<file path="src/rtl/fetch_pkg.sv">
// Shared constants and types for the instruction fetch / prefetch queue.
package fetch_pkg;

  localparam int unsigned DEF_ADDRESS_WIDTH    = 5;
  localparam int unsigned DEF_INSTRUCTION_SIZE = 32;
  localparam int unsigned PC_W                 = DEF_ADDRESS_WIDTH + 1;

  typedef struct packed {
    logic [PC_W-1:0]                 pc;
    logic [DEF_INSTRUCTION_SIZE-1:0] instruction;
  } fetch_entry_t;

  localparam logic [DEF_INSTRUCTION_SIZE-1:0] NOP = '0;

endpackage

</file>
<file path="src/rtl/inst_prefetch_queue_sync_fifo.sv">
// Power-of-two synchronous FIFO with count and head output.
// A flush takes priority over push and pop.
module sync_fifo #(
  parameter int unsigned WIDTH = 8,
  parameter int unsigned DEPTH = 4
) (
  input  logic                   i_clk,
  input  logic                   i_rst,
  input  logic                   i_flush,
  input  logic                   i_push,
  input  logic [WIDTH-1:0]       i_data,
  input  logic                   i_pop,
  output logic [WIDTH-1:0]       o_head,
  output logic [$clog2(DEPTH):0] o_count
);

  localparam int unsigned PTR_W = $clog2(DEPTH);
  localparam int unsigned CNT_W = PTR_W + 1;

  logic [WIDTH-1:0] r_mem [DEPTH];
  logic [PTR_W-1:0] r_wr_ptr;
  logic [PTR_W-1:0] r_rd_ptr;
  logic [CNT_W-1:0] r_count;

  logic w_empty;
  logic w_full;
  logic w_pop;
  logic w_push;

  assign w_empty = (r_count == '0);
  assign w_full  = (r_count == CNT_W'(DEPTH));
  assign w_pop   = i_pop && !w_empty;
  // A full queue may still accept a push when the head leaves in the same cycle.
  assign w_push  = i_push && (!w_full || w_pop);

  always_ff @(posedge i_clk) begin
    if (w_push) begin
      r_mem[r_wr_ptr] <= i_data;
    end
  end

  always_ff @(posedge i_clk) begin
    if (i_rst || i_flush) begin
      r_wr_ptr <= '0;
      r_rd_ptr <= '0;
      r_count  <= '0;
    end else begin
      if (w_push) begin
        r_wr_ptr <= r_wr_ptr + 1'b1;
      end
      if (w_pop) begin
        r_rd_ptr <= r_rd_ptr + 1'b1;
      end
      if (w_push && !w_pop) begin
        r_count <= r_count + 1'b1;
      end else if (w_pop && !w_push) begin
        r_count <= r_count - 1'b1;
      end
    end
  end

  assign o_head  = r_mem[r_rd_ptr];
  assign o_count = r_count;

endmodule

</file>
<file path="src/rtl/inst_prefetch_queue.sv">
// Fetch stage: owns the fetch PC, issues sequential reads to a 1-cycle
// synchronous instruction memory and queues {pc, instruction} for decode.
module inst_prefetch_queue
  import fetch_pkg::*;
#(
  parameter int unsigned ADDRESS_WIDTH    = DEF_ADDRESS_WIDTH,
  parameter int unsigned INSTRUCTION_SIZE = DEF_INSTRUCTION_SIZE,
  parameter int unsigned DEPTH            = 4
) (
  input  logic                        clk,
  input  logic                        rst,
  output logic                        imem_req,
  output logic [ADDRESS_WIDTH:0]      imem_addr,
  input  logic [INSTRUCTION_SIZE-1:0] imem_rdata,
  input  logic                        redirect_valid,
  input  logic [ADDRESS_WIDTH:0]      redirect_pc,
  output logic                        out_valid,
  output logic [INSTRUCTION_SIZE-1:0] out_instruction,
  output logic [ADDRESS_WIDTH:0]      out_pc,
  input  logic                        out_ready,
  output logic [$clog2(DEPTH):0]      occupancy
);

  localparam int unsigned PCW     = ADDRESS_WIDTH + 1;
  localparam int unsigned CNT_W   = $clog2(DEPTH) + 1;
  localparam int unsigned ENTRY_W = PCW + INSTRUCTION_SIZE;

  logic [PCW-1:0]     r_fetch_pc;
  logic               r_inflight;
  logic [PCW-1:0]     r_inflight_pc;

  logic [CNT_W-1:0]   w_count;
  logic [CNT_W:0]     w_committed;
  logic               w_credit;
  logic               w_req;
  logic               w_valid;
  logic               w_pop;
  logic [ENTRY_W-1:0] w_push_entry;
  logic [ENTRY_W-1:0] w_head_entry;

  // Credit counts queued plus in-flight words; a same-cycle pop gives no credit.
  assign w_committed = {1'b0, w_count} + (CNT_W+1)'(r_inflight);
  assign w_credit    = (w_committed < (CNT_W+1)'(DEPTH));
  assign w_req       = !rst && !redirect_valid && w_credit;

  always_ff @(posedge clk) begin
    if (rst) begin
      r_fetch_pc    <= '0;
      r_inflight    <= 1'b0;
      r_inflight_pc <= '0;
    end else if (redirect_valid) begin
      r_fetch_pc <= redirect_pc;
      r_inflight <= 1'b0;
    end else if (w_req) begin
      r_inflight    <= 1'b1;
      r_inflight_pc <= r_fetch_pc;
      r_fetch_pc    <= r_fetch_pc + 1'b1;
    end else begin
      r_inflight <= 1'b0;
    end
  end

  assign w_push_entry = {r_inflight_pc, imem_rdata};
  assign w_valid      = (w_count != '0);
  assign w_pop        = w_valid && out_ready;

  // Redirect flushes the queue, dropping both the response and the pop of this cycle.
  sync_fifo #(
    .WIDTH (ENTRY_W),
    .DEPTH (DEPTH)
  ) u_fifo (
    .i_clk   (clk),
    .i_rst   (rst),
    .i_flush (redirect_valid),
    .i_push  (r_inflight),
    .i_data  (w_push_entry),
    .i_pop   (w_pop),
    .o_head  (w_head_entry),
    .o_count (w_count)
  );

  assign imem_req        = w_req;
  assign imem_addr       = r_fetch_pc;
  assign out_valid       = w_valid;
  assign occupancy       = w_count;
  assign out_pc          = w_valid ? w_head_entry[ENTRY_W-1 -: PCW] : '0;
  assign out_instruction = w_valid ? w_head_entry[INSTRUCTION_SIZE-1:0]
                                   : INSTRUCTION_SIZE'(NOP);

endmodule

</file>
<file path="config.mk">
export PLATFORM = sky130hd
export DESIGN_NAME = inst_prefetch_queue
export DESIGN_NICKNAME = d
export VERILOG_FILES = /design/src/rtl/fetch_pkg.sv /design/src/rtl/inst_prefetch_queue_sync_fifo.sv /design/src/rtl/inst_prefetch_queue.sv
export SDC_FILE = /design/constraint.sdc
export NUM_CORES = 1
export LEC_CHECK = 0
export BUFFER_PORTS_ARGS = -buffer_cell sky130_fd_sc_hd__clkbuf_2
export CORE_AREA = 3 3 135 98
export CTS_CLUSTER_SIZE = 20
export DETAILED_ROUTE_END_ITERATION = 6
export DIE_AREA = 0 0 138 101
export PLACE_DENSITY = 0.78
export SLEW_MARGIN = 30
export SYNTH_ARGS = -nofsm -noshare
export SYNTH_HDL_FRONTEND = slang
export SYNTH_SLANG_ARGS = --single-unit
</file>
<file path="constraint.sdc">
create_clock -name clk -period 2.5 [get_ports clk]
set_input_delay 0.25 -clock clk [delete_from_list [all_inputs] [get_ports clk]]
set_output_delay 0.25 -clock clk [all_outputs]
set_load 0.02 [all_outputs]
</file>
Word-level counts from Yosys, hierarchy flattened
Memory sizes are Yosys's and may differ from the RTL's. A register that Yosys moved wholly into a read port is not among the register bits.
Cells that the tools add are included.
- bits in registers: 20
- RAM bits: 152
- logic and storage cells: 48
- memories kept: 1
- memories (memory ; depth ; bits a word ; rd ports ; clocked after Yosys merged registers in ; wr ports ; RTL line ; text):
    u_fifo.r_mem ; 4 ; 38 ; 1 ; 1 ; 1 ; inst_prefetch_queue_sync_fifo.sv:20 ; logic [WIDTH-1:0] r_mem [DEPTH];
- $add $sub $neg: 6
- $lt $le $gt $ge: 1
- equality and inequality tests: 1
- muxes and demuxes: 11
- bitwise logic cells: 1
- reductions and logical operators: 21
- operators by type and width (kind ; number):
    2-to-1 mux 32 bit ; 1
    2-to-1 mux 6 bit ; 3
    logical AND 1 bit ; 7
    adder 6 x 1 -> 6 bit, second input constant ; 1
    zero test 1 bit ; 6
    2-to-1 mux 3 bit ; 2
    adder 2 x 1 -> 2 bit, second input constant ; 2
    adder 3 x 1 -> 4 bit ; 1
    less-than comparator 4 x 3 -> 1 bit, second input constant ; 1
    2-to-1 mux 2 bit ; 2
    nonzero test 2 bit ; 2
    adder 3 x 1 -> 3 bit, second input constant ; 1
    equality test 3 bit, second input constant ; 1
    zero test 3 bit ; 1
    2-to-1 mux 1 bit ; 3
    nonzero test 3 bit ; 1
    subtractor 3 x 1 -> 3 bit, second input constant ; 1
    logical OR 1 bit ; 2
    AND reduction 2 bit ; 1
    OR reduction 2 bit ; 1
    NOT 1 bit ; 1

Depth between registers and ports, before layout
Gate-level depths: netlist of run 1.
- depth after elaboration: 9
- gate-level depth with buffers: 8

Hierarchy
A second synthesis of run 1 with hierarchy kept.
- cells, all modules: 366
- area total of the unflattened synthesis: 6850.3 µm²
- modules (own cells, without submodules) (module ; times used ; cells an instance ; area each (µm²) ; seq. area each (µm²)):
    sync_fifo ; 1 ; 246 ; 5945.7 ; 4744.6
    inst_prefetch_queue ; 1 ; 120 ; 904.6 ; 260.2

Worst setup path before layout of run 1
OpenSTA, ideal clock, no wires.
- kind: register -> register
- start point: reg u_fifo.r_count[0] (netlist: u_fifo.o_count[0])
- end point: mem u_fifo.r_mem[0][0] in the netlist's numbering (enable)
- data arrival time: 1.823 ns
- required time: 2.101 ns
- setup slack: 0.278 ns
- stages on the path, launching flop included: 3
- path buffers: 0
- path through: dfxtp_1 -> o41a_1 -> and2_1
- cells in the longest elaborated chain, start to end: 7
- ends and longest elaborated chain (item ; RTL line ; text):
    start: declaration ; inst_prefetch_queue_sync_fifo.sv:23 ; logic [CNT_W-1:0] r_count;
    start signal: assignment ; inst_prefetch_queue_sync_fifo.sv:55 ; r_count <= r_count + 1'b1;
    start signal: assignment ; inst_prefetch_queue_sync_fifo.sv:57 ; r_count <= r_count - 1'b1;
    nonzero test 3 bit / zero test 3 bit (equally long branches) ; inst_prefetch_queue.sv:64, inst_prefetch_queue_sync_fifo.sv:30 ;
    logical AND 1 bit / zero test 1 bit (equally long branches) ; inst_prefetch_queue.sv:65, inst_prefetch_queue_sync_fifo.sv:32 ;
    logical AND 1 bit ; inst_prefetch_queue_sync_fifo.sv:32 ; assign w_pop = i_pop && !w_empty;
    logical OR 1 bit * ; inst_prefetch_queue_sync_fifo.sv:34 ; assign w_push = i_push && (!w_full || w_pop);
    logical AND 1 bit * ; inst_prefetch_queue_sync_fifo.sv:34 ;
    via u_fifo.w_push ; inst_prefetch_queue_sync_fifo.sv:28 ; logic w_push;
    2-to-1 mux 1 bit * ; inst_prefetch_queue_sync_fifo.sv:37 ; if (w_push) begin
    2-to-1 mux 1 bit (implied by the code) * ; inst_prefetch_queue_sync_fifo.sv:38 ; r_mem[r_wr_ptr] <= i_data;
    end: declaration ; inst_prefetch_queue_sync_fifo.sv:20 ;
The timed path passes the listed nets; every way through them passes the cells marked *.

==> results of run 1 <==
==> worst max-delay path, delay by kind of cell, from the launching register on <==
kind                   cells  cell delay (ps)
muxes                      1              510
and+or+nand+nor            1              210
buffers and inverters      2              400
DFF                        1              540
==> path summary, 6_finish.rpt <==
check / to / slack [ps] / depth (start not counted)
setup / recovery: out_pc[5] / 150 / 4
setup reg to reg: u_fifo.o_count[2]$_SDFFE_PP0P_ / 220 / 8
hold reg to reg: u_fifo.r_mem[0][32]$_DFFE_PP_ / 520 / 0
hold / removal: u_fifo.r_mem[2][26]$_DFFE_PP_ / 50 / 1
==> registers in the layout (all words and copies together), names as in the netlist, named ones only <==
name and cells:
imem_addr 6, r_inflight 1, r_inflight_pc 6, u_fifo.o_count 3, u_fifo.r_mem 152, u_fifo.r_rd_ptr 2
u_fifo.r_wr_ptr 2
==> report_power, final <==
part	leakage (uW)	total (uW)	internal, uW	switching, uW
clock network	0.000270	2480	1390	1090
registers	0.00156	3250	3220	38.0
logic	0.000993	544	219	325
==> logic make-up after synthesis <==
family | after synthesis | share of synthesized area [%]
flip-flops | 174 | 73.96
AND/OR/NAND/NOR | 76 | 6.398
multiplexers | 46 | 13.83
buffers and inverters | 22 | 1.757
AO/OA/AOI/OAI | 19 | 1.997
adder cells (fa/ha/maj) | 7 | 1.405
XOR/XNOR | 5 | 0.6472
==> per-stage QoR <==
stage | hold slack (ps) | instances | instance area, um^2 | total power [uW]
final | 46.17 | 626 | 8053 | 6279
after global routing | 33.12 | 626 | 8053 | 6492
after CTS | 28.69 | 625 | 8028 | 6332
after detailed placement | 473.6 | 593 | 7466 | 3859
after global placement | 465.3 | 593 | 7466 | 3843
after floorplan | 348.9 | 349 | 6766 | 3653
==> synthesized netlist by cell type (2+ instances only) <==
master      n  area (um^2)
edfxtp_1  152         4564
and2_1     42        262.8
mux4_2     38        855.8
dfxtp_1    22        440.4
nor2_1     16        60.06
mux2i_1     8        80.08
clkbuf_1    7        26.28
ha_1        6        75.07
inv_1       6        22.52
a21oi_1     5        25.02
nand2_1     5        18.77
nand3_1     5        25.02
buf_2       4        20.02
xor2_1      4        35.03
a22oi_1     3        22.52
o22ai_1     3        18.77
buf_6       2        22.52
or3_1       2        12.51
==> metal layers <==
| layer | GRT usage [%] | share of wire [%] |
|---|---|---|
| met1 | 23.44 | 43 |
| met4 | 7.669 | 1.6 |
| met3 | 5.737 | 6.9 |
| met5 | 0 | 0.15 |
| met2 | 29.09 | 48 |
==> layout make-up <==
type / instances / share of cell area (%)
Sequential cell: 174 / 62.18
Multi-Input combinational cell: 153 / 20.46
Timing Repair Buffer: 99 / 7.582
Clock buffer: 18 / 5.329
Tap cell: 162 / 2.517
Clock inverter: 14 / 1.647
Inverter: 6 / 0.2797
==> summary.md, run 1 <==
| Metric | Value |
|---|---|
| Pin count of the biggest net entering global routing | `41` |
| Routed wire length | `12160 um` |
| Power Density | `779.7 nW/um^2` |
| Clk slew on worst S/H paths | `70 ps` |
| Post-Syn Area | `6766 um^2` |
| Syn_area_per_cell | `19.39 um^2` |
| Drt initial violations | `219` |
| Post-synth cell types | `37` |
| Max Slew Vio Count | `0` |
| Layout cells sized above 1 | `37.72%` |
| Yosys Warn Count | `0` |
| Reg2Reg Launch Point | `u_fifo.o_count[2]$_SDFFE_PP0P_` |
| End-of-flow core utilization | `66.19%` |
| CTS Hold Buffers Added | `0` |
| Ports | `91` |
| Hpwl dp | `7036 um` |
| Pre-CTS setup slack | `243.5 ps` |
| Gr usage total | `18.15%` |
| Setup TNS | `0 ps` |
| Hold Crit Class | `in2reg` |
| Routability cong. | `0.8493` |
| Synth Net Count | `398` |
| Vias per inst | `5.596` |
| Fraction of the cycle the final worst path needs | `94.17%` |
| Endpoints failing setup | `0` |
| Per-cell routed wire length | `19.42 um` |
| CTS tree | `done` |
| H-tree depth | `4` |
| Port buffer count | `90` |
| CP max FO | `16` |
| Register area share after synthesis | `73.96%` |
| EDFF count, synth | `152` |
| Die area | `13940 um^2` |
| Fin. Hold Viols | `0` |
| Num CTS Buffers | `17` |
| Gr ovfl total | `0` |
| P_leak | `0.002822 uW` |
| Layout net count | `500` |
| Commonest non-fill, non-tap cell in the layout | `edfxtp_1` |
| Setup Crit Path Kind | `reg2out` |
| Commonest cells after routing, fill and taps aside | `edfxtp_1 (152), clkbuf_2 (90), mux4_2 (38), and2_1 (38), dfxtp_1 (20)` |
| Slew headroom | `69.18%` |
| CP cell instances | `buf_12 > mux4_2 > and2_1 > clkbuf_2` |
| Mapped Cells | `349` |
| First drt pass iteration count | `4` |
| Vias in the first global route | `3653` |
| Post-route setup slack | `145.6 ps` |
| Via count | `3503` |
| Skew final | `7.736 ps` |
| Ant. Diodes | `0` |
| Critical-path top delay cell | `dfxtp_2` |
| Peak supply drop | `502.2 uV` |
| CTS max path bufs | `2` |
| CP endpoint kind | `output port` |
| Top FF cell, synth | `edfxtp_1` |
| Worst endpoint data arrival time | `2100 ps` |
| Final Critical Period | `2354 ps` |
| Fill count | `837` |
| Startpoint types | `flop` |
| Fmax | `424.7 MHz` |
| TritonCTS Sinks | `174` |
| Slew @ Worst Pin | `461.8 ps` |
| Root Buffer | `clkbuf_16` |
| ANT nets after route | `0` |
| Die Y | `101 um` |
| Multi-input logic area | `1648 um^2` |
| Area growth from synthesis to layout | `19.01%` |
| Initial Utilization | `55.61%` |
| CTS resizes | `0` |
| Placement Rows | `34` |
| Post-CTS setup repair buffer count | `0` |
| First-pass GRT wire length | `19060 um` |
| Hold Path Origin | `imem_rdata[26]` |
| Max_cap viols | `0` |
| Worst skew pair latency | `420 ps` |
| Synth Register Bits | `174` |
| Storage cell area | `5007 um^2` |
| Slowest stage delay, CP | `540 ps` |
| Core ar. | `12170 um^2` |
| FFs w/ async S/R, synth | `0%` |
| Die W | `138 um` |
| # DRC | `0` |
| Unrepaired setup endpoints after global routing | `no` |
| Status | `finished, final reports clean` |
| Initial antenna violation count | `1` |
| CP Data Required Time | `2250 ps` |
Note: power is estimated with default switching activity, not from simulation.
==> inputs of run 2 (changes only) <==
BUFFER_PORTS_ARGS = default   (was -buffer_cell sky130_fd_sc_hd__clkbuf_2)
CORE_AREA = 3 3 128 93   (was 3 3 135 98)
DIE_AREA = 0 0 131 96   (was 0 0 138 101)
DONT_BUFFER_PORTS = 1   (was default)
==> summary.md, run 2 (same netlist as run 1, synthesis figures left out) <==
| Metric | Value |
|---|---|
| Fmax | `444.9 MHz` |
| End-of-flow core utilization | `72.77%` |
| Initial antenna violation count | `0` |
| Hold Path Origin | `redirect_valid` |
| Max reg flops | `152` |
| CTS tree | `done` |
| Initial Utilization | `62.36%` |
| CP endpoint kind | `flop` |
| Fraction of the cycle the final worst path needs | `89.91%` |
| Vias per inst | `5.772` |
| Core ar. | `10850 um^2` |
| Hold WS | `35.49 ps` |
| Layout cells sized above 1 | `20.83%` |
| Hpwl dp | `6738 um` |
| CP cell instances | `buf_4 > o41a_1 > ha_1 > inv_1 > fa_1 > xor2_1 > or3_1 > a21oi_1` |
| Worst skew pair latency | `410 ps` |
| Worst setup path startpoint | `u_fifo.o_count[0]$_SDFFE_PP0P_` |
| Slowest stage delay, CP | `380 ps` |
| CTS resizes | `0` |
| Routability cong. | `0.7739` |
| CTS max path bufs | `2` |
| Clk slew on worst S/H paths | `60 ps` |
| Reg2Reg Launch Point | `u_fifo.o_count[0]$_SDFFE_PP0P_` |
| Power Density | `802.6 nW/um^2` |
| First drt pass iteration count | `4` |
| H-tree depth | `4` |
| Per-cell routed wire length | `21.02 um` |
| Fin. Hold Viols | `0` |
| P_leak | `0.002570 uW` |
| CP Data Required Time | `2840 ps` |
| Gr usage total | `20.01%` |
| Routed wire length | `11790 um` |
| Critical-path top delay cell | `fa_1` |
| TritonCTS Sinks | `174` |
| ANT nets after route | `0` |
| Root Buffer | `clkbuf_16` |
| Die Y | `96 um` |
| Commonest non-fill, non-tap cell in the layout | `edfxtp_1` |
| Final Critical Period | `2248 ps` |
| Slew headroom | `60.29%` |
| Via count | `3238` |
| Largest reg by FF count | `u_fifo.r_mem` |
| Status | `finished, final reports clean` |
| Slew @ Worst Pin | `595.6 ps` |
| Skew final | `4.814 ps` |
| Vias in the first global route | `3450` |
| Peak supply drop | `465.1 uV` |
| First-pass GRT wire length | `18200 um` |
| Drt initial violations | `254` |
| Area growth from synthesis to layout | `16.70%` |
| # DRC | `0` |
| Layout net count | `445` |
| Setup Crit Path Kind | `reg2reg` |
| Hold Crit Class | `in2reg` |
| Unrepaired setup endpoints after global routing | `no` |
| Num CTS Buffers | `17` |
| Pin count of the biggest net entering global routing | `41` |
| Max Slew Vio Count | `0` |
| Placement Rows | `32` |
| Total power | `6337 uW` |
| Gr ovfl total | `0` |
| Setup TNS | `0 ps` |
| CP max FO | `7` |
| Commonest cells after routing, fill and taps aside | `edfxtp_1 (152), mux4_2 (38), and2_1 (38), dlygate4sd3_1 (34), dfxtp_1 (20)` |
| Worst endpoint data arrival time | `2580 ps` |
| Port buffer count | `0` |
| Die area | `12580 um^2` |
| Startpoint types | `flop` |
| Die W | `131 um` |
| Ant. Diodes | `0` |
| Max_cap viols | `0` |
| Endpoints failing setup | `0` |
| Ports | `91` |
[run 2: changes by cell type in the layout (fill, tap and decap cells not counted), sizes merged]
cell         before  now
clkinvlp          2    3
clkbuf          109   17
dlygate4sd3       0   34
bufinv            1    3
inv              11    8
buf               8   10
[run 2: stage by stage]
| step | cells | worst slack (ps) | cell area [um^2] |
|---|---|---|---|
| 6_report | 561 | 252.2 | 7896 |
| 5_1_grt | 561 | 104.3 | 7896 |
| 4_1_cts | 561 | 251.4 | 7896 |
| 3_5_place_dp | 496 | 278.8 | 6962 |
| 3_3_place_gp | 496 | 383.9 | 6957 |
| 2_1_floorplan | 349 | 277.9 | 6766 |
[run 2: worst paths after layout]
path | endpoint | slack, ps | depth (start not counted)
setup / recovery | u_fifo.o_count[2]$_SDFFE_PP0P_ | 250 | 8
hold / removal | imem_addr[2]$_SDFFE_PP0P_ | 40 | 2
setup reg to reg | u_fifo.o_count[2]$_SDFFE_PP0P_ | 250 | 8
hold reg to reg | u_fifo.r_mem[2][36]$_DFFE_PP_ | 500 | 0
[run 2: metal layers]
| layer | global-route usage (%) | routed length [um] | up-vias |
|---|---|---|---|
| li1 | - | - | 1472 |
| met1 | 26.84 | 5071 | 1621 |
| met2 | 31.80 | 5761 | 130 |
| met3 | 6.045 | 823 | 15 |
| met4 | 6.764 | 134 | 0 |
| met5 | 0 | 0 | - |
[run 2: cell type report]
type                       count  area, um^2
clock buffer                  17       425.4
clock inverter                14       168.9
fill                         637        2954
inverter                       6       22.52
multi-input combinational    153        1653
sequential                   174        5007
tap                          153       191.4
timing repair buffer          44       427.9
[run 2: critical path, delay by kind of cell, from the launching register on]
kind | cells | cell delay [ps]
buffers and inverters | 2 | 250
XOR/XNOR | 1 | 160
adder cells (fa/ha/maj) | 2 | 640
flip-flops | 1 | 330
AND/OR/NAND/NOR | 1 | 300
AO/OA/AOI/OAI | 2 | 510
[run 2: report_power, final]
part | total (uW) | internal (uW) | switching (uW)
clock | 2610 | 1570 | 1040
sequential | 3260 | 3220 | 37.8
combinational | 475 | 179 | 296
[run 2: what timing repair did]
action | CTS | global route
setup endpoints to repair | 0 | 0
hold endpoints to repair | 140 | 0
buffers inserted | 0 | 0
hold buffers | 34 | 0
==> inputs of run 3 (changes only) <==
CORE_AREA = 3 3 126 92   (was 3 3 128 93)
CTS_BUF_LIST = sky130_fd_sc_hd__clkbuf_2 sky130_fd_sc_hd__clkbuf_4 sky130_fd_sc_hd__clkbuf_8   (was default)
DIE_AREA = 0 0 129 95   (was 0 0 131 96)
HOLD_SLACK_MARGIN = 0.08   (was default)
PLACE_DENSITY = 0.8   (was 0.78)
clock period = 2.55 ns   (was 2.5 ns; I/O delays follow)
==> summary.md, run 3 (same netlist as run 1, synthesis figures left out) <==
| Metric | Value |
|---|---|
| Drt initial violations | `277` |
| Largest reg by FF count | `u_fifo.r_mem` |
| FF-to-FF path depth | `8` |
| Clk slew on worst S/H paths | `90 ps` |
| Hold WS | `151.0 ps` |
| Post-route cell area | `7811 um^2` |
| Reg2Reg Setup Slack | `270 ps` |
| Peak supply drop | `411.5 uV` |
| Commonest cells after routing, fill and taps aside | `edfxtp_1 (152), dlygate4sd3_1 (41), mux4_2 (38), and2_1 (38), dfxtp_1 (20)` |
| Setup Crit Path Kind | `reg2out` |
| # DRC | `0` |
| Final Critical Period | `2284 ps` |
| Initial antenna violation count | `2` |
| Startpoint types | `flop` |
| Routability cong. | `0.7333` |
| Slew @ Worst Pin | `476.6 ps` |
| First drt pass iteration count | `5` |
| Placed inst area | `7008 um^2` |
| Max_cap viols | `0` |
| Initial Utilization | `65.58%` |
| Die Y | `95 um` |
| Hold Crit Class | `in2reg` |
| End-of-flow core utilization | `75.71%` |
| CP cell instances | `buf_12 > mux4_2 > and2_1` |
| Num CTS Buffers | `17` |
| Vias per inst | `6.004` |
| H-tree depth | `4` |
| Slew headroom | `68.12%` |
| Worst skew pair latency | `430 ps` |
| Hold path endpoint | `imem_addr[3]$_SDFFE_PP0P_` |
| Skew final | `9.337 ps` |
| Critical-path top delay cell | `mux4_2` |
| Max reg flops | `152` |
| Reg2Reg Launch Point | `u_fifo.o_count[0]$_SDFFE_PP0P_` |
| Port buffer count | `0` |
| Area growth from synthesis to layout | `15.44%` |
| CP Data Required Time | `2300 ps` |
| CP max FO | `34` |
| CP endpoint kind | `output port` |
| Post-CTS setup repair buffer count | `0` |
| Via count | `3314` |
| Gr ovfl total | `0` |
| CTS max path bufs | `2` |
| Worst path buffer plus inverter count | `1` |
| Slowest stage delay, CP | `570 ps` |
| Hpwl dp | `6973 um` |
| WHS Path Cells | `3` |
| Fmax | `437.8 MHz` |
| Endpoints failing setup | `0` |
| Root Buffer | `clkbuf_8` |
| Critical R2R Capture | `u_fifo.o_count[2]$_SDFFE_PP0P_` |
| Fraction of the cycle the final worst path needs | `89.58%` |
| Layout net count | `454` |
| Ports | `91` |
| Vias in the first global route | `3506` |
| Status | `finished, final reports clean` |
| Die area | `12260 um^2` |
| Layout cells sized above 1 | `21.29%` |
| ANT nets after route | `0` |
| Die W | `129 um` |
| Gr usage total | `19.79%` |
| Unrepaired setup endpoints after global routing | `no` |
| CTS tree | `done` |
| P_leak | `0.002538 uW` |
| Fin. Hold Viols | `0` |
| Power Density | `704.3 nW/um^2` |
| Commonest non-fill, non-tap cell in the layout | `edfxtp_1` |
| TritonCTS Sinks | `174` |
| Setup TNS | `0 ps` |
| Pin count of the biggest net entering global routing | `41` |
| First-pass GRT wire length | `18120 um` |
| Placement Rows | `31` |
| Routed wire length | `11680 um` |
| Hold Path Origin | `redirect_valid` |
| Total power | `5501 uW` |
| CTS resizes | `0` |
| Worst endpoint data arrival time | `2030 ps` |
| Per-cell routed wire length | `21.16 um` |
| Max Slew Vio Count | `0` |
| Delay-heaviest family, CP | `multiplexers` |
| Core ar. | `10320 um^2` |
run 3: changes by cell type in the layout (fill, tap and decap cells not counted), moves of 3 or more:
cell and change:
clkbuf_8 +17, dlygate4sd3_1 +7, buf_12 +5, inv_6 +4
buf_4 -3, inv_8 +3, clkbuf_16 -17, and2_2 +4
and2_4 -4
run 3: repair_timing:
action / 4_1_cts / 5_1_grt
endpoints found under the setup margin: 0 / 0
endpoints found under the hold margin: 142 / 0
hold buffers: 41 / 0
run 3: layout make-up:
cell class,count,area (um^2)
antenna,2,5.005
clock inverter,15,153.9
clock buffer,17,234.0
inverter,6,22.52
sequential,174,5007
timing repair buffer,53,575.6
tap,132,165.2
fill,548,2506
multi-input combinational,153,1648
run 3: worst max path at each step:
stage	from	slack, ps	endpoint	depth (start not counted)
global placement	u_fifo.o_count[0]$_SDFFE_PP0P_	450	u_fifo.o_count[2]$_SDFFE_PP0P_	8
global route	flop	150	out_instruction[23]	3
finish	flop	270	out_instruction[17]	3
detailed placement	u_fifo.o_count[0]$_SDFFE_PP0P_	390	u_fifo.o_count[2]$_SDFFE_PP0P_	8
floorplan	u_fifo.o_count[0]$_SDFFE_PP0P_	330	u_fifo.r_mem[0][0]$_DFFE_PP_	2
CTS	flop	220	out_instruction[23]	3
run 3: layer usage:
metal  global-route usage, %  vias up  part of all wire, %
li1                        -     1495                    -
met1                   25.69     1699                   42
met2                   32.59      114                   51
met3                   6.557        6                  7.0
met4                   5.507        0                 0.56
met5                       0        -                    0
run 3: worst register-to-register path, stage by stage, from the launching register on:
cell and delay [ps]:
dfxtp_1 340, buf_4 180, o41a_1 340, ha_1 270
inv_1 70, fa_1 390, xor2_1 170, or3_1 320
a21oi_1 150
run 3: where the power goes:
part / leakage [uW] / switching (uW) / internal [uW]
Combinational: 0.000783 / 291 / 190
Clock: 0.000196 / 1020 / 813
Sequential: 0.00156 / 39.2 / 3150
run 3: per-stage QoR:
step           std cells  setup slack (ps)
6_report             552             265.8
5_1_grt              552             153.9
4_1_cts              550             217.0
3_5_place_dp         477             389.7
3_3_place_gp         477             448.2
2_1_floorplan        349             327.9
